### config.mk
export PLATFORM = sky130hd
export DESIGN_NAME = ms_digit_scan_display_flat
export DESIGN_NICKNAME = d
export VERILOG_FILES = /design/src/rtl/ms_digit_scan_display_if.sv /design/src/rtl/ms_digit_scan_display.sv /design/src/flat_wrapper.sv
export SDC_FILE = /design/constraint.sdc
export NUM_CORES = 1
export LEC_CHECK = 0
export BUFFER_PORTS_ARGS = -buffer_cell sky130_fd_sc_hd__buf_2
export CAP_MARGIN = 20
export CORE_MARGIN = 2
export CORE_UTILIZATION = 55
export CTS_CLUSTER_SIZE = 12
export DETAILED_ROUTE_END_ITERATION = 10
export GPL_TIMING_DRIVEN = 0
export PLACE_DENSITY = 0.75
export SLEW_MARGIN = 20
export SYNTH_ARGS = -nofsm -noshare
export SYNTH_HDL_FRONTEND = slang
export SYNTH_SLANG_ARGS = --single-unit
### constraint.sdc
create_clock -name clk -period 3.11 [get_ports clk]
set_input_delay 0 -clock clk [delete_from_list [all_inputs] [get_ports clk]]
set_output_delay 0 -clock clk [all_outputs]
set_load 0.05 [all_outputs]
### src/rtl/ms_digit_scan_display_if.sv
// Digit-stream input and 7-segment pin bundle for ms_digit_scan_display.
// Latency: none; this is wiring only.
// Backpressure: none; digit_valid is a one-cycle strobe and is always accepted.
interface ms_digit_scan_display_if;
    logic [3:0] digit_in;
    logic [1:0] digit_sel;
    logic       digit_valid;
    logic       blank;
    logic [6:0] seg;
    logic       dp;
    logic [3:0] an;
    logic       frame_done;

    // Producer side: the reaction timer core or the testbench.
    modport master (
        output digit_in, digit_sel, digit_valid, blank,
        input  seg, dp, an, frame_done
    );

    // Display block side.
    modport slave (
        input  digit_in, digit_sel, digit_valid, blank,
        output seg, dp, an, frame_done
    );
endinterface

### src/rtl/ms_digit_scan_display.sv
// Rebuilds 4-digit frames from {digit, sel} pairs and scans them onto a common-anode 7-seg display.
// Latency: outputs are registered, 1 cycle after scan_idx/disp; frame_done 1 cycle after the completing digit.
// Backpressure: none; every digit_valid is captured. Optional macro LEADING_ZERO_BLANK_EN darkens leading zeros.
module ms_digit_scan_display #(
    parameter int SCAN_DIV = 50,
    parameter int DP_DIGIT = 3
) (
    input  logic                      clk,
    input  logic                      rst,
    ms_digit_scan_display_if.slave    bus
);
    localparam int            CW      = (SCAN_DIV > 1) ? $clog2(SCAN_DIV) : 1;
    localparam logic [CW-1:0] CNT_MAX = CW'(SCAN_DIV - 1);

    logic [3:0][3:0] shadow_q, shadow_d;
    logic [3:0][3:0] disp_q,   disp_d;
    logic [3:0]      rx_mask_q, rx_mask_d;
    logic [CW-1:0]   scan_cnt_q, scan_cnt_d;
    logic [1:0]      scan_idx_q, scan_idx_d;
    logic [6:0]      seg_q, seg_d;
    logic            dp_q, dp_d;
    logic [3:0]      an_q, an_d;
    logic            frame_done_q, frame_done_d;

    logic [3:0]      sel_onehot;
    logic            commit;
    logic            scan_wrap;
    logic            lz_dark;

    // Active-low {g,f,e,d,c,b,a}; non-BCD codes show a dash.
    function automatic logic [6:0] dec7(input logic [3:0] v);
        case (v)
            4'd0:    dec7 = 7'h40;
            4'd1:    dec7 = 7'h79;
            4'd2:    dec7 = 7'h24;
            4'd3:    dec7 = 7'h30;
            4'd4:    dec7 = 7'h19;
            4'd5:    dec7 = 7'h12;
            4'd6:    dec7 = 7'h02;
            4'd7:    dec7 = 7'h78;
            4'd8:    dec7 = 7'h00;
            4'd9:    dec7 = 7'h10;
            default: dec7 = 7'h3F;
        endcase
    endfunction

`ifdef LEADING_ZERO_BLANK_EN
    // True when digit idx and every higher digit are zero.
    function automatic logic zero_from(input logic [3:0][3:0] d, input logic [1:0] idx);
        zero_from = 1'b1;
        for (int j = 0; j < 4; j++) begin
            if ((j >= int'(idx)) && (d[j] != 4'd0)) zero_from = 1'b0;
        end
    endfunction
`endif

    // Capture, atomic commit and scan-counter next state.
    always_comb begin
        shadow_d   = shadow_q;
        rx_mask_d  = rx_mask_q;
        disp_d     = disp_q;
        sel_onehot = 4'b0001 << bus.digit_sel;
        commit     = bus.digit_valid && ((rx_mask_q | sel_onehot) == 4'hF);
        if (bus.digit_valid) begin
            shadow_d[bus.digit_sel]  = bus.digit_in;
            rx_mask_d[bus.digit_sel] = 1'b1;
        end
        // shadow_d already holds the incoming digit merged in, so the frame lands whole.
        if (commit) begin
            disp_d    = shadow_d;
            rx_mask_d = 4'h0;
        end
        scan_wrap  = (scan_cnt_q == CNT_MAX);
        scan_cnt_d = scan_wrap ? '0 : scan_cnt_q + 1'b1;
        scan_idx_d = scan_wrap ? scan_idx_q + 2'd1 : scan_idx_q;
    end

    // Pin drive for the currently selected digit, with blanking overrides.
    always_comb begin
`ifdef LEADING_ZERO_BLANK_EN
        lz_dark = zero_from(disp_q, scan_idx_q) && (scan_idx_q != 2'd0)
                  && (int'(scan_idx_q) != DP_DIGIT);
`else
        lz_dark = 1'b0;
`endif
        an_d         = ~(4'b0001 << scan_idx_q);
        seg_d        = lz_dark ? 7'h7F : dec7(disp_q[scan_idx_q]);
        dp_d         = ~(int'(scan_idx_q) == DP_DIGIT);
        frame_done_d = commit;
        if (bus.blank) begin
            an_d  = 4'hF;
            seg_d = 7'h7F;
            dp_d  = 1'b1;
        end
    end

    // State and output registers; reset discards any partial frame.
    always_ff @(posedge clk) begin
        if (rst) begin
            shadow_q     <= '0;
            disp_q       <= '0;
            rx_mask_q    <= 4'h0;
            scan_cnt_q   <= '0;
            scan_idx_q   <= 2'd0;
            seg_q        <= 7'h7F;
            dp_q         <= 1'b1;
            an_q         <= 4'hF;
            frame_done_q <= 1'b0;
        end else begin
            shadow_q     <= shadow_d;
            disp_q       <= disp_d;
            rx_mask_q    <= rx_mask_d;
            scan_cnt_q   <= scan_cnt_d;
            scan_idx_q   <= scan_idx_d;
            seg_q        <= seg_d;
            dp_q         <= dp_d;
            an_q         <= an_d;
            frame_done_q <= frame_done_d;
        end
    end

    assign bus.seg        = seg_q;
    assign bus.dp         = dp_q;
    assign bus.an         = an_q;
    assign bus.frame_done = frame_done_q;
endmodule

### src/flat_wrapper.sv
// flat-port wrapper written by rule: the top's interface ports become plain ports
module ms_digit_scan_display_flat 
#(
    parameter int SCAN_DIV = 50,
    parameter int DP_DIGIT = 3
)
  (clk, rst, bus_digit_in, bus_digit_sel, bus_digit_valid, bus_blank, bus_seg, bus_dp, bus_an, bus_frame_done);
  ms_digit_scan_display_if bus_i ();
  input  logic clk;
  input  logic rst;
  input wire logic [$bits(bus_i.digit_in)-1:0] bus_digit_in;
  input wire logic [$bits(bus_i.digit_sel)-1:0] bus_digit_sel;
  input wire logic [$bits(bus_i.digit_valid)-1:0] bus_digit_valid;
  input wire logic [$bits(bus_i.blank)-1:0] bus_blank;
  output wire logic [$bits(bus_i.seg)-1:0] bus_seg;
  output wire logic [$bits(bus_i.dp)-1:0] bus_dp;
  output wire logic [$bits(bus_i.an)-1:0] bus_an;
  output wire logic [$bits(bus_i.frame_done)-1:0] bus_frame_done;
  assign bus_i.digit_in = bus_digit_in;
  assign bus_i.digit_sel = bus_digit_sel;
  assign bus_i.digit_valid = bus_digit_valid;
  assign bus_i.blank = bus_blank;
  assign bus_seg = bus_i.seg;
  assign bus_dp = bus_i.dp;
  assign bus_an = bus_i.an;
  assign bus_frame_done = bus_i.frame_done;
  ms_digit_scan_display #(.SCAN_DIV(SCAN_DIV), .DP_DIGIT(DP_DIGIT)) u_core (.clk(clk), .rst(rst), .bus(bus_i));
endmodule
==> results.cfg, run 1 <==
[worst_setup_path]
crit_family = multiplexers
cp.required_ps = 3290
worst_r2r_endpoint = u_core.bus.seg[5]
largest_stage_delay_on_the_critical_path_ps = 670
cp_cell_sequence = buf_6, mux4_1, inv_1, ha_1, nor2_1, a211oi_1, o21ai_0
r2r_cells = 7
cp_max_fo = 6
worstSetupPathType = reg2reg
regToRegSetupSlack_ps = 1090
timing.critical_path.buf_inv = 2
crit_slowest_cell = sky130_fd_sc_hd__mux4_1
timing.rr.start = u_core.scan_idx_q[0]
critPathArrivalTime_ps = 2200
crit_path_start_kind = register
crit_path_end_kind = register

[synth]
postSynth.asyncResetShare_pct = 0
synth_top_cell_by_area = sky130_fd_sc_hd__dfxtp_1
post_synth.cell_area_avg_um2 = 10.6
postSynthRegisterBits = 56
top_area_cells_in_the_synthesized_netlist = sky130_fd_sc_hd__dfxtp_1, sky130_fd_sc_hd__mux2i_1, sky130_fd_sc_hd__ha_1, sky130_fd_sc_hd__nor2_1, sky130_fd_sc_hd__a21oi_1
synth_ff_type = sky130_fd_sc_hd__dfxtp_1
synth_enable_flop_cells = 0
register_area_share_after_synthesis_pct = 46.4
synth.net_count = 250
yosysWarningCount = 0
synth_top_cell_area_share_pct = 46.4
number_of_unique_standard_cell_types_used_by_synthesis = 41
synth_cells = 228
netlist_area_mm2 = 0.00242

[hold_path]
whs_path_depth = 3
holdCritStartpoint = bus_digit_in[2]
min-delay-path-class = in2reg
min_delay_worst_endpoint = u_core.shadow_q[6]

[outcome]
outcome = completed

[finish]
num-nets-final = 278
fillCellCount = 360
antenna-diode-count = 0
flow.area_growth_from_synthesis_pct = 11.6
mostFrequentLayoutCell = sky130_fd_sc_hd__dfxtp_1
final_cell_area_mm2 = 0.00270
final_core_util_pct = 62.9
post_route_cells_drive_above_1_share_pct = 20.7
most-common-layout-cells = sky130_fd_sc_hd__dfxtp_1, sky130_fd_sc_hd__nor2_1, sky130_fd_sc_hd__a21oi_1, sky130_fd_sc_hd__buf_2, sky130_fd_sc_hd__mux2i_1

[routing]
routed_length_per_placed_instance_um = 13.8
first_pass_iteration_count_of_the_detailed_router = 4
finalWirelength_um = 4260
vias_per_cell = 5.41
drc = 0
antenna_left = 0
first_iter_violations = 61
routed-via-count = 1666

[grt]
grt_overflow = 0
grt_pass1_vias = 1609
grt_pass1_wl_um = 7250
antenna_found_initial = 0
maximum_number_of_pins_on_one_net_before_global_route_repair = 16
globalRouteTotalUtil_pct = 18.5

[timing]
timing.fmax_mhz = 495
timing_max_transition_violations_final = 0
timing.final.crit_share_pct = 65.0
total_of_endpoints_with_negative_setup_slack_in_the_final_report = 0
max_slew.worst_pin.slew_ps = 628
rsz0062_at_grt = false
period_needed_ps = 2020
slew_headroom_pct = 57.9
tns_ps = 0
worst_clock_skew_ps = 5.98
finalHoldViolations = 0
final.setup.worst_slack_ps = 1090

[cts]
insertion_delay_ps = 300
tritoncts = built
clk_root_buffer_cell = sky130_fd_sc_hd__clkbuf_8
cts_resized = 0
clockBufferDepth = 2
numClockSinks = 56
cts_max_level = 2
cts_made_buffers = 5
clk_pin_slew_worst_paths_ps = 90

[power]
power_mw = 1.26
power.static_leakage_nw = 1.06
powerDensity_mw_per_mm2 = 468
worst_ir_drop_on_vdd_uv = 297

[floorplanning]
placeableCoreArea_mm2 = 0.00429
placementRows = 24
die_area_mm2 = 0.00494
initial_core_util_pct = 56.3
floorplan.io_pins = 23
die_w_um = 70.3
die-height_um = 70.3

[placement]
dpl_worst_slack_ps = 1090
gpl.final_weighted_congestion = 0.747
detailed_place.area_mm2 = 0.00257
detailed_place_hpwl_um = 3010
port_buffers = 18

[job]
max_cap_viol_count = 0
[flip-flops by register name (all words and copies together) (netlist names)]
| register | count |
|---|---|
| u_core.rx_mask_q | 4 |
| u_core.bus.seg | 7 |
| u_core.scan_cnt_q | 6 |
| u_core.shadow_q | 16 |
| u_core.scan_idx_q | 2 |
| u_core.bus.an | 4 |
| u_core.disp_q | 16 |
| u_core.bus.frame_done | 1 |
[cell usage after synthesis, types with 2 or more instances]
| master | count |
|---|---|
| sky130_fd_sc_hd__a21oi_1 | 20 |
| sky130_fd_sc_hd__buf_2 | 2 |
| sky130_fd_sc_hd__nand2_1 | 7 |
| sky130_fd_sc_hd__and2_1 | 3 |
| sky130_fd_sc_hd__buf_4 | 4 |
| sky130_fd_sc_hd__mux4_2 | 2 |
| sky130_fd_sc_hd__nor3_1 | 2 |
| sky130_fd_sc_hd__dfxtp_1 | 56 |
| sky130_fd_sc_hd__buf_6 | 2 |
| sky130_fd_sc_hd__mux2i_1 | 18 |
| sky130_fd_sc_hd__a211oi_2 | 7 |
| sky130_fd_sc_hd__mux4_1 | 2 |
| sky130_fd_sc_hd__clkbuf_1 | 7 |
| sky130_fd_sc_hd__nor2_1 | 30 |
| sky130_fd_sc_hd__xor2_1 | 2 |
| sky130_fd_sc_hd__inv_1 | 7 |
| sky130_fd_sc_hd__a211oi_1 | 11 |
| sky130_fd_sc_hd__a31oi_1 | 2 |
| sky130_fd_sc_hd__nand3_1 | 4 |
| sky130_fd_sc_hd__o21ai_0 | 4 |
| sky130_fd_sc_hd__ha_1 | 12 |
| sky130_fd_sc_hd__nor3_2 | 3 |
| sky130_fd_sc_hd__xnor2_1 | 3 |
[timing repair]
| item | CTS | global route |
|---|---|---|
| endpoints found under the hold margin | 4 | 0 |
| setup buffers | 0 | 0 |
| hold buffers | 3 | 0 |
[routing by layer]
layer,global-route usage [%],vias up,share of wire (%)
li1,-,849,-
met1,25.0,779,50
met2,28.7,34,45
met3,4.76,4,4.0
met4,6.62,0,1.1
met5,0,-,0
[layout make-up]
type                            count  area, um2  share of cell area [%]
Multi-Input combinational cell    149       1170                    43.2
Sequential cell                    56       1120                    41.5
Timing Repair Buffer               21        120                    4.45
Buffer                             16        104                    3.85
Clock buffer                        7       96.3                    3.57
Tap cell                           52       65.1                    2.41
Inverter                            7       26.3                   0.973
[power by group]
group          internal, mW  switching (mW)
registers             0.735         0.00840
clock network         0.199           0.216
logic                0.0358          0.0693
total                 0.970           0.294
[worst max path at each step]
stage	from	endpoint	slack (ps)	cells after the start
finish	u_core.scan_idx_q[0]	u_core.bus.seg[5]	1090	7
CTS	u_core.scan_idx_q[0]	u_core.bus.seg[5]	1080	7
global placement	u_core.scan_idx_q[0]	u_core.bus.seg[5]	1110	7
global route	u_core.scan_idx_q[0]	u_core.bus.seg[5]	890	7
floorplan	u_core.scan_idx_q[0]	u_core.bus.seg[5]	1270	7
detailed placement	u_core.scan_idx_q[0]	u_core.bus.seg[5]	1090	7
[worst min-delay path, stage by stage]
cell and delay [ps]:
sky130_fd_sc_hd__buf_2 110, sky130_fd_sc_hd__mux2i_1 80, sky130_fd_sc_hd__nor2_1 80
[through the flow]
step           std cells  hold slack [ps]
4_1_cts              308             8.49
3_5_place_dp         298              305
3_3_place_gp         298              315
2_1_floorplan        228              164
5_1_grt              308             31.9
6_report             308             16.4
[logic make-up after synthesis]
logic type / Yosys count / share of synthesized area [%]
adder cells (fa/ha/maj): 12 / 6.21
flip-flops: 56 / 46.4
multiplexers: 23 / 12.4
AO/OA/AOI/OAI: 48 / 14.4
AND/OR/NAND/NOR: 61 / 13.4
buffers and inverters: 23 / 5.38
XOR/XNOR: 5 / 1.81
Power figures use the tool's default switching activity.
==> inputs of run 2 (changes only) <==
Clock period 3.11 ns to 2 ns, I/O delays scaled along.
==> results.cfg, run 2 (same netlist as run 1, synthesis figures left out) <==
[grt]
grt_pass1_wl_um = 7290
grt_pass1_vias = 1594
globalRouteTotalUtil_pct = 18.6
antenna_found_initial = 0
maximum_number_of_pins_on_one_net_before_global_route_repair = 16
grt_overflow = 0

[timing]
rsz0062_at_grt = false
timing_max_transition_violations_final = 0
timing.fmax_mhz = 547
finalHoldViolations = 0
total_of_endpoints_with_negative_setup_slack_in_the_final_report = 0
timing.final.crit_share_pct = 91.3
final.setup.worst_slack_ps = 173
slew_headroom_pct = 58.5
worst_clock_skew_ps = 6.34
max_slew.worst_pin.slew_ps = 622
period_needed_ps = 1830

[outcome]
outcome = completed

[floorplanning]
initial_core_util_pct = 56.3
placementRows = 24
die-height_um = 70.3
die_w_um = 70.3
die_area_mm2 = 0.00494
placeableCoreArea_mm2 = 0.00429
floorplan.io_pins = 23

[finish]
register_area_mm2 = 0.00112
multi_input_comb_area_mm2 = 0.00116
num-nets-final = 281
most-common-layout-cells = sky130_fd_sc_hd__dfxtp_1, sky130_fd_sc_hd__nor2_1, sky130_fd_sc_hd__a21oi_1, sky130_fd_sc_hd__buf_2, sky130_fd_sc_hd__mux2i_1
mostFrequentLayoutCell = sky130_fd_sc_hd__dfxtp_1
flow.area_growth_from_synthesis_pct = 12.3
antenna-diode-count = 0
post_route_cells_drive_above_1_share_pct = 23.6
fillCellCount = 357

[cts]
tritoncts = built
cts_max_level = 2
cts_made_buffers = 5
clk_pin_slew_worst_paths_ps = 90
insertion_delay_ps = 300
clk_root_buffer_cell = sky130_fd_sc_hd__clkbuf_8
clockBufferDepth = 2
numClockSinks = 56

[worst_setup_path]
worstSetupPathType = reg2reg
cp.required_ps = 2190
cp_max_fo = 6
crit_path_start_kind = register
crit_path_end_kind = register
critPathArrivalTime_ps = 2020

[routing]
first_iter_violations = 53
routed-via-count = 1681
drc = 0
finalWirelength_um = 4280
routed_length_per_placed_instance_um = 13.8
vias_per_cell = 5.41
antenna_left = 0
first_pass_iteration_count_of_the_detailed_router = 4

[power]
worst_ir_drop_on_vdd_uv = 462
power_mw = 1.97
power.static_leakage_nw = 1.07
powerDensity_mw_per_mm2 = 724

[job]
max_cap_viol_count = 0

[placement]
dpl_worst_slack_ps = -17.9
port_buffers = 18
detailed_place_hpwl_um = 3010
gpl.final_weighted_congestion = 0.747

[hold_path]
min-delay-path-class = in2reg
## run 2: cell types whose count changed in the layout (fill, tap and decap cells not counted)
cell	previous run	this run
sky130_fd_sc_hd__buf_4	4	7
sky130_fd_sc_hd__dfxtp_1	56	55
sky130_fd_sc_hd__dfxtp_2	0	1
sky130_fd_sc_hd__inv_1	7	5
sky130_fd_sc_hd__inv_2	0	2
sky130_fd_sc_hd__mux4_1	2	0
sky130_fd_sc_hd__mux4_2	2	4
## run 2: per-layer routing
metal,share of wire (%),global-route usage (%),vias up
li1,-,-,855
met1,49,25.8,785
met2,45,28.4,37
met3,4.9,4.62,4
met4,1.1,6.41,0
met5,0,0,-
## run 2: worst max-delay path, stage by stage, from the launching register on
cell,delay [ps]
sky130_fd_sc_hd__dfxtp_2,370
sky130_fd_sc_hd__buf_6,140
sky130_fd_sc_hd__mux4_2,550
sky130_fd_sc_hd__buf_4,160
sky130_fd_sc_hd__ha_1,180
sky130_fd_sc_hd__mux2i_1,190
sky130_fd_sc_hd__a32oi_1,120
## run 2: layout make-up
class | instances | area share [%]
Clock buffer | 7 | 3.55
Inverter | 7 | 0.967
Buffer | 16 | 3.82
Multi-Input combinational cell | 149 | 42.7
Tap cell | 52 | 2.40
Sequential cell | 56 | 41.3
Timing Repair Buffer | 24 | 5.25
## run 2: where the power goes
part	switching [mW]	leakage (nW)	internal, mW	total (mW)
registers	0.0131	0.456	1.14	1.16
logic	0.108	0.559	0.0558	0.163
clock network	0.339	0.0503	0.309	0.648
## run 2: what timing repair did
| action | 4_1_cts | 5_1_grt |
|---|---|---|
| hold endpoints to repair | 4 | 0 |
| pin swaps | 0 | 0 |
| cloned | 0 | 0 |
| gates resized for setup | 2 | 3 |
| setup buffers | 0 | 3 |
| hold buffers | 3 | 0 |
| endpoints found under the setup margin | 1 | 2 |
## run 2: final timing paths
kind / cells past startpoint / start / slack [ps] / end
worst min-delay path: 3 / bus_digit_in[2] / 20 / u_core.shadow_q[2]
worst max register to register: 6 / u_core.scan_idx_q[0] / 170 / u_core.bus.seg[0]
worst min register to register: 1 / u_core.scan_cnt_q[0] / 480 / u_core.scan_cnt_q[0]
worst max-delay path: 6 / u_core.scan_idx_q[0] / 170 / u_core.bus.seg[0]
## run 2: per-stage QoR
step	instances	instance area [um2]	utilization (%)	TNS [ps]	hold WS (ps)
after floorplan	228	2420	-	0	164
after CTS	308	2690	62.7	0	8.49
final	311	2720	63.3	0	21.0
after global routing	311	2720	63.3	0	31.9
after global placement	298	2570	59.9	0	315
after detailed placement	298	2570	59.9	-17.9	305
